<file path="src/rtl/result_pkt_sender.sv">
// result_pkt_sender: saturates (addr, value) pairs into 32-bit result packets,
// buffers them in a small FIFO and streams them over a valid/ready channel,
// counting frames of DEPTH_R*DEPTH_R packets.
// Optional build macro: SPIKE_PRETHRESH_EN (pre-threshold the data field and
// set the spike flag in bit 26).
module result_pkt_sender #(
  parameter int unsigned            WIDTH_DATA = 13,
  parameter int unsigned            WIDTH_IN   = 16,
  parameter int unsigned            WIDTH_ADDR = 9,
  parameter int unsigned            WIDTH_PKT  = 32,
  parameter int unsigned            DEPTH_R    = 21,
  parameter int unsigned            FIFO_DEPTH = 4,
  parameter logic [3:0]             DEST_ID    = 4'd0,
  parameter logic [WIDTH_DATA-1:0]  THRE       = 13'd64
) (
  input  logic                         clk,
  input  logic                         rst_n,
  input  logic                         in_valid,
  output logic                         in_ready,
  input  logic [WIDTH_ADDR-1:0]        in_addr,
  input  logic signed [WIDTH_IN-1:0]   in_data,
  output logic                         out_valid,
  input  logic                         out_ready,
  output logic [WIDTH_PKT-1:0]         out_pkt,
  output logic                         frame_done,
  output logic                         err_addr,
  output logic [WIDTH_ADDR-1:0]        pkt_count
);

  localparam int unsigned             FRAME     = DEPTH_R * DEPTH_R;
  localparam logic [WIDTH_ADDR-1:0]   LAST_ADDR = WIDTH_ADDR'(FRAME - 1);
  localparam int unsigned             AW        = (FIFO_DEPTH > 1) ? $clog2(FIFO_DEPTH) : 1;
  localparam int unsigned             CW        = $clog2(FIFO_DEPTH + 1);
  localparam logic [CW-1:0]           FULL_CNT  = CW'(FIFO_DEPTH);

  logic [WIDTH_PKT-1:0]  mem [FIFO_DEPTH];
  logic [AW-1:0]         wr_ptr, rd_ptr, rd_nxt;
  logic [CW-1:0]         count, cnt_after_pop, cnt_nxt;
  logic                  rdy_q;
  logic                  accept, addr_ok, push, pop;
  logic [WIDTH_DATA-1:0] sat, field;
  logic                  spike;
  logic [WIDTH_PKT-1:0]  pkt_word, head_nxt;

  assign in_ready = rdy_q && (count != FULL_CNT);
  assign accept   = in_valid && in_ready;
  assign addr_ok  = (in_addr <= LAST_ADDR);
  assign push     = accept && addr_ok;
  assign pop      = out_valid && out_ready;

  // Saturate, optionally pre-threshold, and pack the incoming pair.
  always_comb begin
    if (in_data[WIDTH_IN-1])
      sat = '0;
    else if (|in_data[WIDTH_IN-2:WIDTH_DATA])
      sat = '1;
    else
      sat = in_data[WIDTH_DATA-1:0];
    field = sat;
    spike = 1'b0;
`ifdef SPIKE_PRETHRESH_EN
    if (sat >= THRE) begin
      field = sat - THRE;
      spike = 1'b1;
    end
`endif
    pkt_word = '0;
    pkt_word[WIDTH_DATA-1:0]                = field;
    pkt_word[WIDTH_DATA +: WIDTH_ADDR]      = in_addr;
    pkt_word[WIDTH_DATA+WIDTH_ADDR +: 4]    = DEST_ID;
    pkt_word[WIDTH_DATA+WIDTH_ADDR+4]       = spike;
  end

  // Next FIFO occupancy and the word that will sit at the head after this edge.
  // A push into an otherwise-empty FIFO bypasses memory so the output register
  // picks it up on the same edge (one-cycle latency).
  always_comb begin
    rd_nxt        = pop ? rd_ptr + AW'(1) : rd_ptr;
    cnt_after_pop = pop ? count - CW'(1) : count;
    cnt_nxt       = push ? cnt_after_pop + CW'(1) : cnt_after_pop;
    head_nxt      = (cnt_after_pop == '0) ? pkt_word : mem[rd_nxt];
  end

  // Input-ready enable: low in reset, high from the first edge after release.
  always_ff @(posedge clk or negedge rst_n) begin
    if (!rst_n) rdy_q <= 1'b0;
    else        rdy_q <= 1'b1;
  end

  // FIFO pointers and occupancy.
  always_ff @(posedge clk or negedge rst_n) begin
    if (!rst_n) begin
      wr_ptr <= '0;
      rd_ptr <= '0;
      count  <= '0;
    end else begin
      if (push) wr_ptr <= wr_ptr + AW'(1);
      rd_ptr <= rd_nxt;
      count  <= cnt_nxt;
    end
  end

  // FIFO storage.
  always_ff @(posedge clk) begin
    if (push) mem[wr_ptr] <= pkt_word;
  end

  // Registered output stage mirrors the FIFO head.
  always_ff @(posedge clk or negedge rst_n) begin
    if (!rst_n) begin
      out_valid <= 1'b0;
      out_pkt   <= '0;
    end else begin
      out_valid <= (cnt_nxt != '0);
      if (cnt_nxt != '0) out_pkt <= head_nxt;
    end
  end

  // Frame counter, completion pulse and sticky address error.
  always_ff @(posedge clk or negedge rst_n) begin
    if (!rst_n) begin
      pkt_count  <= '0;
      frame_done <= 1'b0;
      err_addr   <= 1'b0;
    end else begin
      frame_done <= 1'b0;
      if (pop) begin
        if (pkt_count == LAST_ADDR) begin
          pkt_count  <= '0;
          frame_done <= 1'b1;
        end else begin
          pkt_count <= pkt_count + WIDTH_ADDR'(1);
        end
      end
      if (accept && !addr_ok) err_addr <= 1'b1;
    end
  end

endmodule

</file>
<file path="config.mk">
export PLATFORM = sky130hd
export DESIGN_NAME = result_pkt_sender
export DESIGN_NICKNAME = d
export VERILOG_FILES = /design/src/rtl/result_pkt_sender.sv
export SDC_FILE = /design/constraint.sdc
export NUM_CORES = 1
export LEC_CHECK = 0
export ABC_AREA = 0
export CAP_MARGIN = 0
export CORE_UTILIZATION = 45
export DETAILED_ROUTE_END_ITERATION = 8
export GPL_ROUTABILITY_DRIVEN = 0
export PLACE_DENSITY = 0.7
export SLEW_MARGIN = 20
export SYNTH_ARGS = -nofsm -noshare
export SYNTH_HDL_FRONTEND = slang
export SYNTH_SLANG_ARGS = --single-unit
</file>
<file path="constraint.sdc">
create_clock -name clk -period 2.7 [get_ports clk]
set_clock_uncertainty 0.05 [all_clocks]
set_input_delay 0.405 -clock clk [delete_from_list [all_inputs] [get_ports clk]]
set_output_delay 0.405 -clock clk [all_outputs]
set_load 0.01 [all_outputs]
</file>
# Word level (Yosys, flattened, before mapping)
# Memory sizes are Yosys's and may differ from the RTL's.
# Index checks and enable logic that the tools add are counted.
# Widths: inputs -> output; s select.
[word_totals]
in_bits = 29
mem_count = 1
mem_bits_rw = 88
word_cells = 38
output_inout_bits = 45
regBits = 52
[mem_list]
columns = ["memory", "depth", "word_bits", "rd", "rd_clocked_by_memory_dff", "write_ports", "line_no", "rtl"]
rows = [
  ["mem", 4, 22, 1, 0, 1, "36", "logic [WIDTH_PKT-1:0] mem [FIFO_DEPTH];"],
]
[op_classes]
n_eq_ne = 2
muxes = 11
add_sub_neg = 5
n_reduce_logical = 9
n_lt_le_gt_ge = 1
[op_table]
columns = ["cell", "count"]
rows = [
  ["$mux 32", 1],
  ["$mux 13", 2],
  ["$add 9x1->9 const B", 1],
  ["$eq 9x9->1 const B", 1],
  ["$le 9x9->1 const B", 1],
  ["$mux 9", 1],
  ["$mux 3", 2],
  ["$logic_and 1x1->1", 5],
  ["$add 2x1->2 const B", 2],
  ["$mux 1", 4],
  ["$add 3x1->3 const B", 1],
  ["$logic_not 3->1", 1],
  ["$ne 3x3->1 const B", 1],
  ["$reduce_bool 3->1", 1],
  ["$sub 3x1->3 const B", 1],
  ["$mux 2", 1],
  ["$reduce_or 2->1", 1],
  ["$logic_not 1->1", 1],
]

# Depth between registers and ports, before layout
# Gate-level depths: netlist (run 1).
[depth]
ltp_word = 6
mapped_depth = 11
ltp_nobuf = 9

# Least setup slack after synthesis (run 1)
# No wires, ideal clock.
[synth_path]
kind = "register -> register"
start = "register count[0]"
end = "memory mem[0][0] (netlist bit), enable pin"
required_ns = 2.269
arrival_ns = 2.286
n_path_buf = 1
synth_period_minus_slack_ns = 2.717
path_stages_with_launch = 8
setup_slack_ns = -0.017
setup_time_ns = 0.381
cell_sequence = "dfrtp_1 inv_1 ha_1 a21boi_0 nand2_1 a31oi_2 clkbuf_1 and2_1"
[synth_via]
elab_chain_cells = 6
[synth_lines]
columns = ["item", "line_no", "rtl"]
rows = [
  ["start, declared", "38", "logic [CW-1:0] count, cnt_after_pop, cnt_nxt;"],
  ["start signal, assigned", "99", "count <= cnt_nxt;"],
  ["$ne 3x3->1", "45", "assign in_ready = rdy_q && (count != FULL_CNT);"],
  ["$logic_and 1x1->1", "45", ""],
  ["named net in_ready", "19", "output logic in_ready,"],
  ["$logic_and 1x1->1", "46", "assign accept = in_valid && in_ready;"],
  ["$logic_and 1x1->1", "48", "assign push = accept && addr_ok;"],
  ["$mux 1", "105", "if (push) mem[wr_ptr] <= pkt_word;"],
  ["$mux 1 (implied by the code)", "105", ""],
  ["end, declared", "36", ""],
]
# The timed path passes the listed nets, and every way through them passes these cells.

# Worst setup path after layout (run 1)
[layout_path]
start = "register count[1]"
end = "register out_pkt[6]"
[layout_via]
elab_chain_cells = 6
word_cells_on_any_way = 11
classes_between = "add/sub (2); eq/ne (1); mux (3); reduce/logical (5)"
[layout_lines]
columns = ["item", "line_no", "rtl"]
rows = [
  ["branches (longest 6 deep; another with $sub 3x1->3)", "--", ""],
  ["end signal, assigned", "115", "if (cnt_nxt != '0) out_pkt <= head_nxt;"],
  ["end, declared", "24", "output logic [WIDTH_PKT-1:0] out_pkt,"],
]
# Parallel ways; which one is timed is not known.
# A chain may end at the register's enable or synchronous reset.

==> metrics.json, run 1 <==
{
  "worst_setup_path": {
    "cp_slowest_cell": "sky130_fd_sc_hd__dfrtp_1",
    "cpPeakStageDelay_ns": 0.37,
    "cp.buffers_inverters": 2,
    "path_class": "reg2reg",
    "worst_ep_required_time_ns": 2.94,
    "worstPathCellList": "inv_1 -> ha_1 -> o21ai_2 -> ha_2 -> xnor3_1 -> nand3_1 -> a21oi_1 -> mux2i_4 -> buf_12 -> mux2_2",
    "critical_path_endpoint_category": "flip-flop",
    "timing.critical_path.max_delay_family": "adder cells",
    "critical_path.max_fanout": 17,
    "worst_setup_path_startpoint": "count[1]$_DFF_PN0_",
    "critical_path.reg2reg.startpoint": "count[1]$_DFF_PN0_",
    "worst_ep_arrival_time_ns": 2.81,
    "critPathLaunchType": "flip-flop"
  },
  "clock_network": {
    "tritoncts": "built",
    "cts.reportedPaths.clkPinSlew_ns": 0.06,
    "number_of_levels_in_the_clock_h_tree": 4,
    "cts_max_path_buffers": 2,
    "cts-buffers-inserted": 17,
    "clock_sink_count": 130,
    "worstSkewPairLatency_ns": 0.41,
    "clockRootBuffer": "sky130_fd_sc_hd__clkbuf_16"
  },
  "power": {
    "power_report.internal_total_uw": 6540,
    "share_seq_of_total_power_pct": 31.4,
    "vdd_ir_drop_max_v": 0.000836,
    "total_leakage_power_uw": 0.00282,
    "switching_power_uw": 2450,
    "switching_share_pct": 27.3,
    "pwr-share-comb_pct": 39.5,
    "powerDensity_mw_per_mm2": 1210,
    "power_frac_clock_pct": 29.1
  },
  "global_routing": {
    "grt_antenna_before_repair": 0,
    "number_of_global_route_vias_before_repair": 3392,
    "grtUsageTotal_pct": 18.9,
    "global_route.overflow_total": 0,
    "grt_start_max_net_pins": 25,
    "wire_length_of_the_first_global_routing_pass_um": 18000
  },
  "cells_and_area": {
    "area_delta_synth_final_pct": 31.5,
    "final.fill_count": 930,
    "finalNetCount": 475,
    "area.sequential_sq_mm": 0.00369,
    "final_cell_count_no_fill": 617,
    "post_route_cells_drive_above_1_share_pct": 29.2,
    "finalCoreUtilization_pct": 61.4,
    "area_of_the_multi_input_gates_sq_mm": 0.00183,
    "diodes": 0,
    "layout.cell_area.non_filler_sq_mm": 0.00743
  },
  "yosys": {
    "yosysSeqAreaShare_pct": 65.4,
    "postSynthAreaPerCell_sq_um": 16.7,
    "synth_cell_types": 37,
    "ys_warn_count": 0,
    "synthesis.area_sq_mm": 0.00565,
    "synth_largest_area_cell": "sky130_fd_sc_hd__edfxtp_1",
    "postSynthRegisterBits": 130,
    "synth_cells": 339,
    "synthDominantCellAreaShare_pct": 46.8,
    "synth_area_leaders": "sky130_fd_sc_hd__edfxtp_1 (47%), sky130_fd_sc_hd__dfrtp_1 (19%), sky130_fd_sc_hd__mux2_2 (7.2%)"
  },
  "routing": {
    "vias": 3156,
    "number_of_routed_nets_with_antenna_violations": 0,
    "remaining_drc_errors": 0,
    "drt-wirelength-per-cell_um": 17.9,
    "1st_pass_router_iterations": 4,
    "route.detailed.vias_per_inst": 5.12,
    "routed_wl_um": 11000,
    "drt_iter0_markers": 165
  },
  "sta": {
    "hold_viol": 0,
    "timing.final.crit_share_pct": 95.0,
    "worst-slew-pin-transition_ns": 0.573,
    "maxSlewHeadroom_pct": 61.7,
    "finalSetupViolCount": 0,
    "fmaxAchievable_mhz": 390,
    "period_needed_ns": 2.57,
    "rsz_0062_raised_after_global_routing": "false",
    "timing.final.max_slew_violations": 0
  },
  "floorplanning": {
    "die_area_sq_mm": 0.0130,
    "die_w_um": 114,
    "die_h_um": 114,
    "start_util_pct": 46.7,
    "core_area_sq_mm": 0.0121,
    "io-pin-count": 74,
    "rows": 40
  },
  "place": {
    "place_hpwl_um": 7050,
    "numPortBuffers": 63,
    "dp_cells": 584,
    "placement_stage_cell_area_sq_mm": 0.00674
  },
  "status": {
    "outcome": "complete, no violations"
  },
  "flow_run": {
    "max_capacitance_violation_count": 0
  },
  "hold_path": {
    "hp-class": "in2async"
  }
}
## power groups by stage
stage | combinational [uW] | sequential (uW) | clock [uW]
2_1_floorplan | 2240 | 2900 | 0
6_report | 3550 | 2820 | 2620
3_5_place_dp | 3540 | 2860 | 0
3_3_place_gp | 3470 | 2840 | 0
5_1_grt | 3840 | 2870 | 2740
4_1_cts | 3590 | 2830 | 2660
## worst reg2reg max path: cells and delay by family (launching register included)
kind	cells	cell delay, ns
compound gates	2	0.31
simple gates	1	0.10
mux	2	0.57
buf+inv	2	0.28
xor+xnor	1	0.22
flops	1	0.37
fa+ha+maj	2	0.55
## routing by layer
| layer | global-route usage (%) | vias to the layer above | part of all wire [%] |
|---|---|---|---|
| met4 | 6.93 | 0 | 0.99 |
| li1 | - | 1452 | - |
| met2 | 31.4 | 83 | 51 |
| met5 | 0 | - | 0 |
| met3 | 5.19 | 12 | 4.3 |
| met1 | 23.9 | 1609 | 44 |
## cell type report
cell class	instances	share of cell area, %
Sequential cell	130	49.7
Timing Repair Buffer	92	13.4
Clock inverter	12	3.16
Tap cell	168	2.83
Multi-Input combinational cell	186	24.6
Inverter	9	0.455
Clock buffer	20	5.88
## placed cells by master, fill, tap and decap left out, types with 11 or more instances in the layout
cell type / count
sky130_fd_sc_hd__edfxtp_1: 88
sky130_fd_sc_hd__nor2_1: 31
sky130_fd_sc_hd__nand2_1: 14
sky130_fd_sc_hd__mux4_2: 18
sky130_fd_sc_hd__mux2_2: 36
sky130_fd_sc_hd__dfrtp_1: 42
sky130_fd_sc_hd__clkdlybuf4s50_1: 62
sky130_fd_sc_hd__buf_12: 12
sky130_fd_sc_hd__buf_4: 16
sky130_fd_sc_hd__conb_1: 11
sky130_fd_sc_hd__clkbuf_16: 17
## sequential cells by signal, indices dropped and copies added (netlist names)
register and cells:
err_addr 1, out_pkt 22, mem 88, rd_ptr 2, pkt_count 9, count 3
frame_done 1, rdy_q 1, out_valid 1, wr_ptr 2
## synthesized netlist by cell type (all sizes together)
| master | count |
|---|---|
| ha | 10 |
| mux2i | 1 |
| and3 | 2 |
| mux2 | 45 |
| xor2 | 6 |
| or2 | 1 |
| buf | 18 |
| nand3 | 6 |
| and2 | 5 |
| dfrtp | 42 |
| xnor2 | 8 |
| conb | 2 |
| nor2 | 31 |
| or3 | 4 |
| o41ai | 1 |
| mux4 | 22 |
| inv | 9 |
| o22ai | 1 |
| a21boi | 1 |
| nand2 | 14 |
| o21bai | 1 |
| nand4 | 3 |
| edfxtp | 88 |
| nor4 | 1 |
| nor4bb | 1 |
| o21ai | 5 |
| xnor3 | 1 |
| a31oi | 1 |
| a41o | 1 |
| a21oi | 3 |
| clkbuf | 5 |
## logic make-up after synthesis
kind of cell    synth area share [%]
fa+ha+maj                       2.21
simple gates                    5.51
flops                           65.4
mux                             18.8
buf+inv                         3.41
other cells                    0.133
xor+xnor                        2.90
compound gates                  1.64
## what timing repair did
action | in CTS | in global routing
setup buffers | 0 | 0
setup endpoints to repair | 22 | 22
resized for setup | 1 | 2
hold buffers | 1 | 0
endpoints found under the hold margin | 18 | 0
## stage by stage
stage	hold slack (ns)	power (uW)	setup WS, ns	setup TNS [ns]
finish	0.429	8990	0.135	0
global route	0.477	9450	0.00779	0
CTS	0.434	9070	0.0311	0
detailed placement	0.326	6410	-0.252	-16.90
global placement	0.321	6310	-0.163	-11.97
floorplan	0.0594	5140	0.0299	0
## path summary, 6_finish.rpt
check                      slack [ns]                      end  depth (start not counted)
setup / recovery                 0.13   out_pkt[6]$_DFFE_PN0P_                         10
hold reg to reg                  0.43     err_addr$_DFFE_PN0P_                          1
setup reg to reg                 0.13   out_pkt[6]$_DFFE_PN0P_                         10
min in group clk                 0.43     err_addr$_DFFE_PN0P_                          1
max in group asynchronous        1.44  out_pkt[17]$_DFFE_PN0P_                          3
hold / removal                   0.43   out_pkt[9]$_DFFE_PN0P_                          2
Note: power is estimated with default switching activity, not from simulation.
==> run 2: changes to the inputs <==
--- a/config.mk
+++ b/config.mk
@@ -8,9 +8,11 @@
 export ABC_AREA = 0
 export CAP_MARGIN = 0
 export CORE_UTILIZATION = 45
+export CTS_BUF_LIST = sky130_fd_sc_hd__clkbuf_16
 export DETAILED_ROUTE_END_ITERATION = 8
 export GPL_ROUTABILITY_DRIVEN = 0
 export PLACE_DENSITY = 0.7
+export SKIP_LAST_GASP = 1
 export SLEW_MARGIN = 20
 export SYNTH_ARGS = -nofsm -noshare
 export SYNTH_HDL_FRONTEND = slang
==> run 2 against run 1 <==
Compared with the run above:
- setup slack better by 0.00087 ns
- power down 0.11%
- core utilization unchanged
- combinational power about the same
- via count shrank 0.16%
- die area is the same
- count of clock-buffer cells in the layout is 3 lower
==> metrics.json, run 2 (same netlist as run 1, synthesis figures left out) <==
{
  "worst_setup_path": {
    "critical_path.max_fanout": 17,
    "cp.buffers_inverters": 2,
    "critical_path_cell_count": 10,
    "reg2reg_slack_ns": 0.14,
    "timing.critical_path.max_delay_family": "adder cells",
    "cpPeakStageDelay_ns": 0.37,
    "worst_setup_path_startpoint": "count[1]$_DFF_PN0_",
    "path_class": "reg2reg",
    "critical_path_endpoint_category": "flip-flop",
    "critPathLaunchType": "flip-flop",
    "critical_path.reg2reg.startpoint": "count[1]$_DFF_PN0_",
    "rr_endpoint": "out_pkt[6]$_DFFE_PN0P_",
    "ff2ff_path_depth": 10,
    "worstSetupEndpoint": "out_pkt[6]$_DFFE_PN0P_",
    "cp_slowest_cell": "sky130_fd_sc_hd__dfrtp_1",
    "worstPathCellList": "inv_1 -> ha_1 -> o21ai_2 -> ha_2 -> xnor3_1 -> nand3_1 -> a21oi_1 -> mux2i_4 -> buf_12 -> mux2_2",
    "worst_ep_required_time_ns": 2.94,
    "worst_ep_arrival_time_ns": 2.80
  },
  "status": {
    "outcome": "complete, no violations"
  },
  "global_routing": {
    "grtUsageTotal_pct": 18.9,
    "wire_length_of_the_first_global_routing_pass_um": 18000,
    "grt_antenna_before_repair": 0,
    "number_of_global_route_vias_before_repair": 3392,
    "global_route.overflow_total": 0,
    "grt_start_max_net_pins": 25
  },
  "cells_and_area": {
    "biggestRegsByFlops": "mem: 88 flops, out_pkt: 22 flops, pkt_count: 9 flops",
    "final.fill_count": 930,
    "layout_common_cells": "sky130_fd_sc_hd__edfxtp_1 (88), sky130_fd_sc_hd__clkdlybuf4s50_1 (62), sky130_fd_sc_hd__dfrtp_1 (42)",
    "top_register": "mem",
    "post_route_cells_drive_above_1_share_pct": 29.2,
    "finalCoreUtilization_pct": 61.4,
    "finalNetCount": 475,
    "diodes": 0,
    "layout.cells.most_common": "sky130_fd_sc_hd__edfxtp_1",
    "area_delta_synth_final_pct": 31.5,
    "largest_reg_flops": 88
  },
  "sta": {
    "timing.hold.ws_ns": 0.429,
    "timing.final.max_slew_violations": 0,
    "timing.final.crit_share_pct": 95.0,
    "rsz_0062_raised_after_global_routing": "false",
    "maxSlewHeadroom_pct": 62.4,
    "worst-slew-pin-transition_ns": 0.562,
    "finalSetupViolCount": 0,
    "fmaxAchievable_mhz": 390,
    "final.setup.tns_ns": 0,
    "hold_viol": 0,
    "period_needed_ns": 2.56
  },
  "floorplanning": {
    "io-pin-count": 74,
    "rows": 40,
    "core_area_sq_mm": 0.0121,
    "die_w_um": 114,
    "die_area_sq_mm": 0.0130,
    "die_h_um": 114,
    "start_util_pct": 46.7
  },
  "routing": {
    "drt_iter0_markers": 168,
    "remaining_drc_errors": 0,
    "1st_pass_router_iterations": 5,
    "vias": 3151,
    "drt-wirelength-per-cell_um": 17.9,
    "number_of_routed_nets_with_antenna_violations": 0,
    "routed_wl_um": 11100,
    "route.detailed.vias_per_inst": 5.11
  },
  "power": {
    "vdd_ir_drop_max_v": 0.000836,
    "total_power_uw": 8980,
    "total_leakage_power_uw": 0.00283,
    "powerDensity_mw_per_mm2": 1210
  },
  "clock_network": {
    "cts_max_path_buffers": 2,
    "clock_sink_count": 130,
    "post_cts_buffers": 0,
    "number_of_levels_in_the_clock_h_tree": 4,
    "cts.reportedPaths.clkPinSlew_ns": 0.06,
    "clockRootBuffer": "sky130_fd_sc_hd__clkbuf_16",
    "cts-buffers-inserted": 17,
    "worstSkewPairLatency_ns": 0.41,
    "tritoncts": "built"
  },
  "hold_path": {
    "hp-class": "reg2reg"
  },
  "place": {
    "place_hpwl_um": 7050,
    "numPortBuffers": 63
  },
  "flow_run": {
    "max_capacitance_violation_count": 0
  }
}
==> run 2: per-layer routing <==
metal	routed length [um]	vias to the layer above	track usage, %
li1	-	1451	-
met1	4920	1609	23.9
met2	5580	79	31.4
met3	450	12	5.19
met4	109	0	6.93
met5	0	-	0
==> run 2: worst min-delay path by stage <==
| stage | startpoint | endpoint | slack, ns | depth (start not counted) |
|---|---|---|---|---|
| final | err_addr$_DFFE_PN0P_ | err_addr$_DFFE_PN0P_ | 0.43 | 1 |
| after global routing | out_pkt[15]$_DFFE_PN0P_ | out_pkt[15]$_DFFE_PN0P_ | 0.48 | 1 |
| after CTS | rst_n | out_pkt[9]$_DFFE_PN0P_ | 0.43 | 2 |
| after detailed placement | rst_n | out_pkt[9]$_DFFE_PN0P_ | 0.33 | 1 |
| after global placement | rst_n | out_pkt[9]$_DFFE_PN0P_ | 0.32 | 1 |
| after floorplan | rst_n | count[0]$_DFF_PN0_ | 0.06 | 0 |
==> run 2: timing repair <==
| action | CTS | global route |
|---|---|---|
| gates resized for setup | 1 | 2 |
| hold buffers | 1 | 0 |
| cloned | 0 | 0 |
| endpoints found under the setup margin | 22 | 22 |
| hold endpoints to repair | 18 | 0 |
==> run 2: area by class of cell <==
type | instances | area, sq um | area share, %
clock buffer | 17 | 425 | 5.72
clock inverter | 15 | 246 | 3.32
inverter | 9 | 33.8 | 0.455
multi-input combinational | 186 | 1830 | 24.6
sequential | 130 | 3690 | 49.7
tap | 168 | 210 | 2.83
timing repair buffer | 92 | 996 | 13.4
==> run 2: report_power, final <==
part	internal (uW)	switching, uW	leakage [uW]
registers	2570	245	0.00130
clock network	1800	803	0.000336
logic	2150	1410	0.00120
total	6520	2460	0.00283
==> run 2: through the flow <==
| stage | instances | cell area (sq um) | worst slack, ns |
|---|---|---|---|
| 2_1_floorplan | 348 | 5690 | 0.0299 |
| 3_3_place_gp | 584 | 6740 | -0.163 |
| 3_5_place_dp | 584 | 6740 | -0.252 |
| 4_1_cts | 617 | 7430 | 0.0311 |
| 5_1_grt | 617 | 7430 | 0.00809 |
| 6_report | 617 | 7430 | 0.136 |
